File: src/rtl/dsp_wb_regfile_slave_pkg.sv
// rtl/dsp_wb_regfile_slave_pkg.sv - shared constants and types for the divisor register file
package dsp_wb_regfile_slave_pkg;

    localparam int          REG_COUNT          = 16;
    localparam logic [15:0] BASE_ADR_DEFAULT   = 16'h4000;
    localparam logic [3:0]  DIV_LO_IDX_DEFAULT = 4'hA;
    localparam logic [3:0]  DIV_HI_IDX_DEFAULT = 4'hB;

    typedef enum logic [0:0] {
        IDLE            = 1'b0,
        WAIT_WRITE_DONE = 1'b1
    } upd_state_e;

    function automatic logic is_divisor_idx(input logic [3:0] idx,
                                            input logic [3:0] lo_idx,
                                            input logic [3:0] hi_idx);
        return (idx == lo_idx) || (idx == hi_idx);
    endfunction

endpackage

File: src/rtl/dsp_wb_regfile_slave_if.sv
// rtl/dsp_wb_regfile_slave_if.sv - Wishbone classic slave bus bundle
interface dsp_wb_regfile_slave_if;
    logic [15:0] ADR_I;
    logic        CYC_I;
    logic        STB_I;
    logic        WE_I;
    logic [31:0] DAT_I;
    logic [31:0] DAT_O;
    logic        ACK_O;

    modport master (
        output ADR_I, CYC_I, STB_I, WE_I, DAT_I,
        input  DAT_O, ACK_O
    );

    modport slave (
        input  ADR_I, CYC_I, STB_I, WE_I, DAT_I,
        output DAT_O, ACK_O
    );
endinterface

File: src/rtl/divisor_update_detect.sv
// rtl/divisor_update_detect.sv - one-cycle divisor_update pulse after DSP divisor writes or Wishbone commits
module divisor_update_detect
    import dsp_wb_regfile_slave_pkg::*;
#(
    parameter logic [3:0] DIV_LO_IDX = DIV_LO_IDX_DEFAULT,
    parameter logic [3:0] DIV_HI_IDX = DIV_HI_IDX_DEFAULT
) (
    input  logic       clk,
    input  logic       resetn,
    input  logic       dsp_wr,
    input  logic [3:0] dsp_idx,
    input  logic       wb_pulse,
    output logic       divisor_update
);

    upd_state_e state_q;
    upd_state_e state_d;
    logic       fsm_pulse;
    logic       upd_q;
    logic       dsp_div_wr;

    assign dsp_div_wr = dsp_wr & is_divisor_idx(dsp_idx, DIV_LO_IDX, DIV_HI_IDX);

    // State register plus last-cycle output, used to keep adjacent sources from stretching the pulse
    always_ff @(posedge clk) begin
        if (!resetn) begin
            state_q <= IDLE;
            upd_q   <= 1'b0;
        end else begin
            state_q <= state_d;
            upd_q   <= divisor_update;
        end
    end

    // Track a burst of DSP divisor writes; pulse in the cycle the burst ends
    always_comb begin
        state_d   = state_q;
        fsm_pulse = 1'b0;
        case (state_q)
            IDLE: begin
                if (dsp_div_wr) begin
                    state_d = WAIT_WRITE_DONE;
                end
            end
            WAIT_WRITE_DONE: begin
                if (!dsp_div_wr) begin
                    state_d   = IDLE;
                    fsm_pulse = 1'b1;
                end
            end
            default: state_d = IDLE;
        endcase
    end

    assign divisor_update = (fsm_pulse | wb_pulse) & ~upd_q;

endmodule

File: src/rtl/dsp_wb_regfile_slave.sv
// rtl/dsp_wb_regfile_slave.sv - 16x16 register file shared by a DSP bus and a Wishbone slave port
module dsp_wb_regfile_slave
    import dsp_wb_regfile_slave_pkg::*;
#(
    parameter logic [15:0] BASE_ADR   = BASE_ADR_DEFAULT,
    parameter logic [3:0]  DIV_LO_IDX = DIV_LO_IDX_DEFAULT,
    parameter logic [3:0]  DIV_HI_IDX = DIV_HI_IDX_DEFAULT
) (
    input  logic                  CLK_I,
    input  logic                  RST_I,
    dsp_wb_regfile_slave_if.slave wb,
    input  logic [15:0]           dsp_addr,
    input  logic [15:0]           dsp_data_i,
    output logic [15:0]           dsp_data_o,
    output logic                  dsp_data_oe,
    input  logic                  nCS,
    input  logic                  nWR,
    input  logic                  nRD,
    output logic [31:0]           divisor_value,
    output logic                  divisor_update
);

    logic [15:0] regs [REG_COUNT];

    logic        dsp_hit, dsp_wr, dsp_rd;
    logic [3:0]  dsp_idx;
    logic        wb_hit, wb_req, wb_collide, wb_commit, ack_o;
    logic [3:0]  wb_idx;
    logic        ack_q;
    logic [31:0] dat_q;
    logic        wb_pulse_q;
    logic        unused_dat_hi;

    assign dsp_idx = dsp_addr[3:0];
    assign dsp_hit = dsp_addr[15:4] == BASE_ADR[15:4];
    assign dsp_wr  = ~nCS & ~nWR & dsp_hit;
    assign dsp_rd  = ~nCS & ~nRD & nWR;

    assign wb_idx = wb.ADR_I[3:0];
    assign wb_hit = wb.ADR_I[15:4] == BASE_ADR[15:4];
    assign wb_req = wb.CYC_I & wb.STB_I & ~ack_q;
    // A DSP write to the same word holds off the Wishbone write until the DSP lets go
    assign wb_collide = wb_req & wb.WE_I & wb_hit & dsp_wr & (dsp_idx == wb_idx);
    // Acknowledge is withdrawn if the master abandons the cycle before the ack lands
    assign ack_o     = ack_q & wb.CYC_I & wb.STB_I;
    assign wb_commit = ack_o & wb.WE_I & wb_hit;

    assign wb.ACK_O       = ack_o;
    assign wb.DAT_O       = ack_o ? dat_q : 32'h0;
    assign dsp_data_oe    = dsp_rd;
    assign divisor_value  = {regs[DIV_HI_IDX], regs[DIV_LO_IDX]};
    assign unused_dat_hi  = ^wb.DAT_I[31:16];

    // Register file writes: Wishbone commit first so a same-edge DSP write wins
    always_ff @(posedge CLK_I) begin
        if (!RST_I) begin
            for (int i = 0; i < REG_COUNT; i++) begin
                regs[i] <= 16'h0;
            end
        end else begin
            if (wb_commit) begin
                regs[wb_idx] <= wb.DAT_I[15:0];
            end
            if (dsp_wr) begin
                regs[dsp_idx] <= dsp_data_i;
            end
        end
    end

    // Bus responses: one-wait-state ack with read data, registered DSP read data, Wishbone divisor pulse
    always_ff @(posedge CLK_I) begin
        if (!RST_I) begin
            ack_q      <= 1'b0;
            dat_q      <= 32'h0;
            dsp_data_o <= 16'h0;
            wb_pulse_q <= 1'b0;
        end else begin
            ack_q      <= wb_req & ~wb_collide;
            dat_q      <= (wb_req & ~wb_collide & ~wb.WE_I & wb_hit) ? {16'h0, regs[wb_idx]} : 32'h0;
            dsp_data_o <= (dsp_rd & dsp_hit) ? regs[dsp_idx] : 16'h0;
            wb_pulse_q <= wb_commit & is_divisor_idx(wb_idx, DIV_LO_IDX, DIV_HI_IDX);
        end
    end

    divisor_update_detect #(
        .DIV_LO_IDX (DIV_LO_IDX),
        .DIV_HI_IDX (DIV_HI_IDX)
    ) u_update_detect (
        .clk            (CLK_I),
        .resetn         (RST_I),
        .dsp_wr         (dsp_wr),
        .dsp_idx        (dsp_idx),
        .wb_pulse       (wb_pulse_q),
        .divisor_update (divisor_update)
    );

endmodule

File: src/flat_wrapper.sv
// flat-port wrapper written by rule: the top's interface ports become plain ports
module dsp_wb_regfile_slave_flat import dsp_wb_regfile_slave_pkg::*;
#(
    parameter logic [15:0] BASE_ADR   = BASE_ADR_DEFAULT,
    parameter logic [3:0]  DIV_LO_IDX = DIV_LO_IDX_DEFAULT,
    parameter logic [3:0]  DIV_HI_IDX = DIV_HI_IDX_DEFAULT
)
  (CLK_I, RST_I, dsp_addr, dsp_data_i, dsp_data_o, dsp_data_oe, nCS, nWR, nRD, divisor_value, divisor_update, wb_ADR_I, wb_CYC_I, wb_STB_I, wb_WE_I, wb_DAT_I, wb_DAT_O, wb_ACK_O);
  dsp_wb_regfile_slave_if wb_i ();
  input  logic CLK_I;
  input  logic RST_I;
  input  logic [15:0] dsp_addr;
  input  logic [15:0] dsp_data_i;
  output logic [15:0] dsp_data_o;
  output logic dsp_data_oe;
  input  logic nCS;
  input  logic nWR;
  input  logic nRD;
  output logic [31:0] divisor_value;
  output logic divisor_update;
  input wire logic [$bits(wb_i.ADR_I)-1:0] wb_ADR_I;
  input wire logic [$bits(wb_i.CYC_I)-1:0] wb_CYC_I;
  input wire logic [$bits(wb_i.STB_I)-1:0] wb_STB_I;
  input wire logic [$bits(wb_i.WE_I)-1:0] wb_WE_I;
  input wire logic [$bits(wb_i.DAT_I)-1:0] wb_DAT_I;
  output wire logic [$bits(wb_i.DAT_O)-1:0] wb_DAT_O;
  output wire logic [$bits(wb_i.ACK_O)-1:0] wb_ACK_O;
  assign wb_i.ADR_I = wb_ADR_I;
  assign wb_i.CYC_I = wb_CYC_I;
  assign wb_i.STB_I = wb_STB_I;
  assign wb_i.WE_I = wb_WE_I;
  assign wb_i.DAT_I = wb_DAT_I;
  assign wb_DAT_O = wb_i.DAT_O;
  assign wb_ACK_O = wb_i.ACK_O;
  dsp_wb_regfile_slave #(.BASE_ADR(BASE_ADR), .DIV_LO_IDX(DIV_LO_IDX), .DIV_HI_IDX(DIV_HI_IDX)) u_core (.CLK_I(CLK_I), .RST_I(RST_I), .wb(wb_i), .dsp_addr(dsp_addr), .dsp_data_i(dsp_data_i), .dsp_data_o(dsp_data_o), .dsp_data_oe(dsp_data_oe), .nCS(nCS), .nWR(nWR), .nRD(nRD), .divisor_value(divisor_value), .divisor_update(divisor_update));
endmodule
File: config.mk
export PLATFORM = sky130hd
export DESIGN_NAME = dsp_wb_regfile_slave_flat
export DESIGN_NICKNAME = d
export VERILOG_FILES = /design/src/rtl/dsp_wb_regfile_slave_pkg.sv /design/src/rtl/dsp_wb_regfile_slave_if.sv /design/src/rtl/divisor_update_detect.sv /design/src/rtl/dsp_wb_regfile_slave.sv /design/src/flat_wrapper.sv
export SDC_FILE = /design/constraint.sdc
export NUM_CORES = 1
export LEC_CHECK = 0
export CORE_AREA = 2 2 234 236
export DETAILED_ROUTE_END_ITERATION = 6
export DIE_AREA = 0 0 236 238
export GPL_TIMING_DRIVEN = 0
export PLACE_DENSITY = 0.67
export SYNTH_ARGS = -nofsm -noshare
export SYNTH_HDL_FRONTEND = slang
export SYNTH_SLANG_ARGS = --single-unit
export TNS_END_PERCENT = 5
File: constraint.sdc
create_clock -name CLK_I -period 3.77 [get_ports CLK_I]
set_clock_uncertainty 0.05 [all_clocks]
set_input_delay 0.377 -clock CLK_I [delete_from_list [all_inputs] [get_ports CLK_I]]
set_output_delay 0.377 -clock CLK_I [all_outputs]
set_load 0.05 [all_outputs]
After elaboration in Yosys (flattened, before gate mapping). Memories as Yosys holds them, arrays and structs flattened. A register that Yosys moved wholly into a read port is not among the register bits. Index checks and enable logic that the tools add are counted.

Bits in registers: 20. Latch bits: 0. Bits in writable memories: 256. Memory bits (read-only): 0. Logic and storage cells: 67. Memories kept: 1.

Memory list: u_core.regs (words 16, bits a word 16, rd ports 4, clocked after Yosys merged registers in 2, write ports 16, RTL line dsp_wb_regfile_slave.sv:23) `logic [15:0] regs [REG_COUNT];`.

Add/sub/neg operators: 0. Multiply operators: 0. Div/mod/pow operators: 0. $lt $le $gt $ge: 0. Eq/ne operators: 7. Shifts and indexed selects: 0. Mux-type cells: 17. Bitwise logic cells: 29. Reductions and logical operators: 8.

Operator list (count): 2-to-1 mux 16 bit (2); 2-to-1 mux 32 bit (1); OR reduction 16 bit (2); == test 12 x 11 -> 1 bit (second input constant) (2); AND 1 bit (21); == test 4 bit (second input constant) (4); 2-to-1 mux 1 bit (12); 2-to-1 mux 4 bit (2); inverter 1 bit (7); == test 4 bit (1); AND reduction 2 bit (2); zero test 1 bit (2); logical OR 1 bit (2); OR 1 bit (1).

Depth between registers and ports, before layout.
Depth in word-level cells: 12. Mapped depth: 7.

Cells and area by module. From an unflattened synthesis, not the netlist that was laid out.

Cells, all modules: 1376. Area, all modules: 18448.9 um2.

Modules (own cells, without submodules): dsp_wb_regfile_slave (times used 1, cells an instance 1366, area each 18352.6 um2); divisor_update_detect (times used 1, cells an instance 10, area each 96.3 um2).

Least setup slack after synthesis. No wires, ideal clock.

Path type: input to register. From: input port wb_STB_I. To: memory u_core.regs[4][0] (enable). Library setup time: 447 ps. Data arrival time: 3460 ps. Data required time: 3273 ps. Setup slack: -187 ps. Stages on the path: 6. Path through: and3_1 > clkbuf_1 > nand3_1 > or2_2 > clkbuf_1 > o311ai_0.

RTL lines: from (decl) (RTL line flat_wrapper.sv:23) `input wire logic [$bits(wb_i.STB_I)-1:0] wb_STB_I;`; to (decl) (RTL line dsp_wb_regfile_slave.sv:23).

==> flow_results.org <==
** Worst setup path
- STA classifies the critical path startpoint as a primary input.
- Levels on crit path :: 6
- Critical Path End Type :: flip-flop
- Required @ worst endpoint :: around 3.9 ns
- The number of buffers and inverters on the critical path is 2.
- Slowest cell delay on critical path :: around 0.9 ns
- Worst reg2reg startpoint :: u_core.ack_q$_SDFF_PN0_
- Crit path max-delay cell type :: nor2_1
- Timing startpoint of the critical path :: dsp_addr[10]
- The critical path goes through clkdlybuf4s50_1 -> nor4_2 -> nand4_1 -> nor2_1 -> buf_2 -> a311o_2.
- Endpoint of the most critical register-to-register path :: u_core.regs[12][10]$_DFFE_PP_
- Along the worst path, the maximum fanout reaches 16.
- On the critical path the largest part of the delay comes from simple AND/OR/NAND/NOR gates.
- For the worst flop-to-flop path, the logic depth is 8.
- WP data arrival :: about 3.7 ns
- CP Capture Point :: u_core.regs[14][2]$_DFFE_PP_
- Reg2Reg Setup Slack :: 0.26 ns
- The critical path is of the in -> reg type.

** STA
- On the final layout, the worst hold slack is 0.160 ns.
- Unrepaired setup endpoints after global routing :: no
- The number of slew-limit violations in the final report is 0.
- Headroom to the max-slew limit came out at under 10%.
- Highest achievable clock rate :: about 0.28 GHz
- Tmin final :: 3.59 ns
- Fin. Hold Viols :: 0
- At the pin with the least slew margin, the transition time is 1.40 ns.
- Number of endpoints failing setup at the final stage :: 0
- Once routing completed, OpenROAD measured the worst setup slack at between 0.15 and 0.2 ns.
- Portion of the clock cycle consumed by the worst path in the final layout :: 95.3%

** Yosys
- Of all flip-flops after synthesis, the portion carrying an async set or reset was 0%.
- Dominant synthesized flop cell :: edfxtp_1
- Number of enable-type register cells in the synthesized netlist :: 256
- After synthesis the netlist holds a flip-flop and latch count of ~290.
- Yosys warns :: 0
- By area the synthesized netlist is led by edfxtp_1 41%, mux4_2 16%, mux2_2 12%.
- Cells after Synth :: between 1000 and 1500
- Cell type with the largest total area after synthesis :: edfxtp_1
- Portion of the post-synthesis area used by sequential elements :: a little under half
- The top cell type by area accounts for about two fifths of the synthesized area.
- Synth Cell Area :: ~19000 µm²
- Unique masters post-synth :: 51
- In this run the mean area of a mapped cell was between 10 and 15 µm².

** Pwr
- Share of total power consumed by net switching :: around a quarter
- Net Sw Power :: between 2 and 2.5 mW
- Part of the power in combinational logic :: roughly an eighth
- Final Power :: 8.19 mW
- Sequential cells account for between 40 and 50% of the total power.
- Static power due to leakage :: roughly 7.5 nW
- Power spread over the standard cell area amounts to around 370 nW/µm².
- The internal power of the cells totals between 6 and 7 mW.
- Of the total power, the clock network draws between 40% and 50%.
- Maximum resistive drop on vdd :: 0.000243 V

** Worst hold path
- The path class of the tightest hold or removal check is in -> reg.

** Die
- Number of core rows :: 85
- Floorplan core area :: about 53000 µm²
- Die height :: ~240 µm
- Once the floorplan was initialized, standard cells occupied 34.7% of the core.
- Pin placement for this block handled about 170 I/O pins.
- X dimension of the die :: approximately 240 µm
- The die covers around 56000 µm².

** Finish
- The repair_antennas step left the layout with diodes totalling 0.
- Area growth from synthesis to final layout :: 19.0%
- The multi-input combinational cells in the finished layout cover a total of a little over 9000 µm².
- Counting the fill cells in the layout gives a little under 5000.
- After routing the design area is between 20000 and 25000 µm².
- Number of standard cells in the layout, taps in and fillers out :: 2335
- Most common cell after layout, fill and taps aside :: edfxtp_1
- The top cell types in the final layout, fill and taps aside, are 256 x edfxtp_1, 236 x nor4_1, 202 x mux2_2.
- Share of post-route cells with drive strength above 1 :: around 28%
- For this run, the post-layout net count is between 1500 and 2000.
- Sequential standard cell area :: between 8000 and 9000 µm²

** Placed design
- Worst setup slack before clock tree synthesis :: -0.712 ns
- In this run the cell area measured after placement is ~21000 µm².
- After detailed placement, the design holds a cell count of between 2000 and 2500.
- The congestion estimate from routability-driven global placement came to just over 1.
- The HPWL after detailed placement is between 60000 and 70000 µm.
- Port Buffer Count :: approximately 130

** CTS
- Clk Tree Root Cell :: clkbuf_16
- Maximum number of buffers from clock root to sink :: 3
- CTS Sinks :: 292
- For the worst-skew pair, the clock arrives at the later sink with an insertion delay of about 0.54 ns.
- Once the clock tree was built, the resizer swapped 4 gates to a different size.
- After clock tree synthesis, the clock-pin slew on the worst setup and hold paths is 0.06 ns.
- For this design, the CTS-stage hold fixing added 0 buffers.
- TritonCTS built the clock tree.
- CTS H-tree lvls :: 2
- TritonCTS created 34 clock buffers.
- Post-CTS setup buffer count :: 0

** Global routing
- The first global-routing pass estimated around 120000 µm of wire.
- The initial antenna violation count is 1.
- The number of global-route vias before repair was roughly 15000.
- The total overflow left after global routing is 0.
- Entering global routing, the biggest net connects 17 pins.
- GRT Overall Usage :: between 20% and 30%

** Routing
- Total wire length :: about 83000 µm
- Using the TritonRoute via totals, the vias-per-cell ratio works out to 6.71.
- Residual DRC :: 0
- Summing over every cut layer, the via total after detailed routing is around 16000.
- DRT Pass-1 Iters :: 6
- Detailed Route Iter0 Violations :: 2476
- In the final routed layout, each cell accounts on average for between 30 and 40 µm.
- The count of nets left with antenna violations once routing finished came out at 0.

** Outcome
- The flow ran to the end, and the final reports show no timing, DRC or antenna violations.

** Job
- Max-cap check violation count :: 0
cells in the mapped netlist (2+ instances only):
master and n:
a311o_1 4, and2_1 18, buf_1 19, buf_2 21, buf_4 19, buf_6 4
clkbuf_1 140, dfxtp_1 36, edfxtp_1 256, mux2_1 22, mux2_2 202, mux2i_1 64
mux4_2 128, nand2_1 72, nand2_2 2, nand2b_1 5, nand3_1 36, nand4_1 4
nand4b_1 3, nor2_1 10, nor2_2 3, nor2_8 2, nor2b_1 6, nor3_1 4
nor3_2 2, nor4_1 236, nor4_2 2, nor4b_1 2, o22ai_1 32, o311ai_0 3
o41ai_1 32, or2_2 3, or3_1 9, or4_1 4, xnor2_1 4
flip-flops by register name (all words and copies together) (netlist names):
name,flops
u_core.dsp_data_o,16
u_core.regs,256
u_core.dat_q,16
u_core.ack_q,1
u_core.u_update_detect.upd_q,1
u_core.wb_pulse_q,1
u_core.u_update_detect.state_q,1
metrics by stage:
stage / utilization, % / setup TNS (ns)
after global routing: 41.2 / 0
after detailed placement: 39.0 / -71.04
after CTS: 41.2 / 0
final: 41.2 / 0
after global placement: 38.9 / -240.05
after floorplan: - / -8.98
power groups by stage:
stage                     clock [mW]  sequential [mW]  combinational (mW)
after floorplan                    0             3.70               0.506
after global placement             0             3.69               0.943
final                           3.55             3.63                1.01
after detailed placement           0             3.69               0.961
after global routing            3.63             3.63                1.02
after CTS                       3.51             3.62               0.964
cell families after synthesis:
group,after synthesis,share of synthesized area (%)
and+or+nand+nor,433,13.9
other,1,0.0202
DFF,292,45.4
AOI/OAI and AO/OA,75,3.11
xor gates and xnor gates,4,0.189
buffers and inverters,204,4.82
muxes,416,32.6
how the worst min path moves through the flow:
| stage | start | end | depth (start not counted) |
|---|---|---|---|
| after floorplan | u_core.ack_q$_SDFF_PN0_ | u_core.ack_q$_SDFF_PN0_ | 2 |
| after detailed placement | u_core.ack_q$_SDFF_PN0_ | u_core.ack_q$_SDFF_PN0_ | 2 |
| after global routing | RST_I | u_core.u_update_detect.upd_q$_SDFF_PN0_ | 2 |
| after global placement | u_core.ack_q$_SDFF_PN0_ | u_core.ack_q$_SDFF_PN0_ | 2 |
| after CTS | RST_I | u_core.u_update_detect.upd_q$_SDFF_PN0_ | 2 |
| final | RST_I | u_core.u_update_detect.upd_q$_SDFF_PN0_ | 2 |
area by class of cell:
| cell class | count | area share, % |
|---|---|---|
| multi-input combinational | 944 | 42.4 |
| sequential | 292 | 38.1 |
| clock inverter | 21 | 1.21 |
| tap | 696 | 3.95 |
| clock buffer | 40 | 4.06 |
| buffer | 203 | 4.04 |
| timing repair buffer | 138 | 6.24 |
| inverter | 1 | 0.0170 |
worst register-to-register path: stages (launching register included):
cell and delay, ns:
dfxtp_1 0.33, and3_1 0.15, clkbuf_1 0.40, nand3_2 0.32
or2_2 0.39, clkbuf_1 0.30, clkbuf_1 0.43, o31ai_4 0.57
buf_8 0.25
metal layers:
layer | part of all wire, % | up-vias | routed length [µm] | GRT usage (%)
li1 | - | 6205 | - | -
met1 | 36 | 7735 | 30200 | 37.0
met2 | 44 | 1435 | 36300 | 44.6
met3 | 14 | 290 | 11800 | 9.06
met4 | 6.1 | 0 | 5120 | 14.5
met5 | 0 | - | 0 | 0
(Power assumes the default switching activity.)
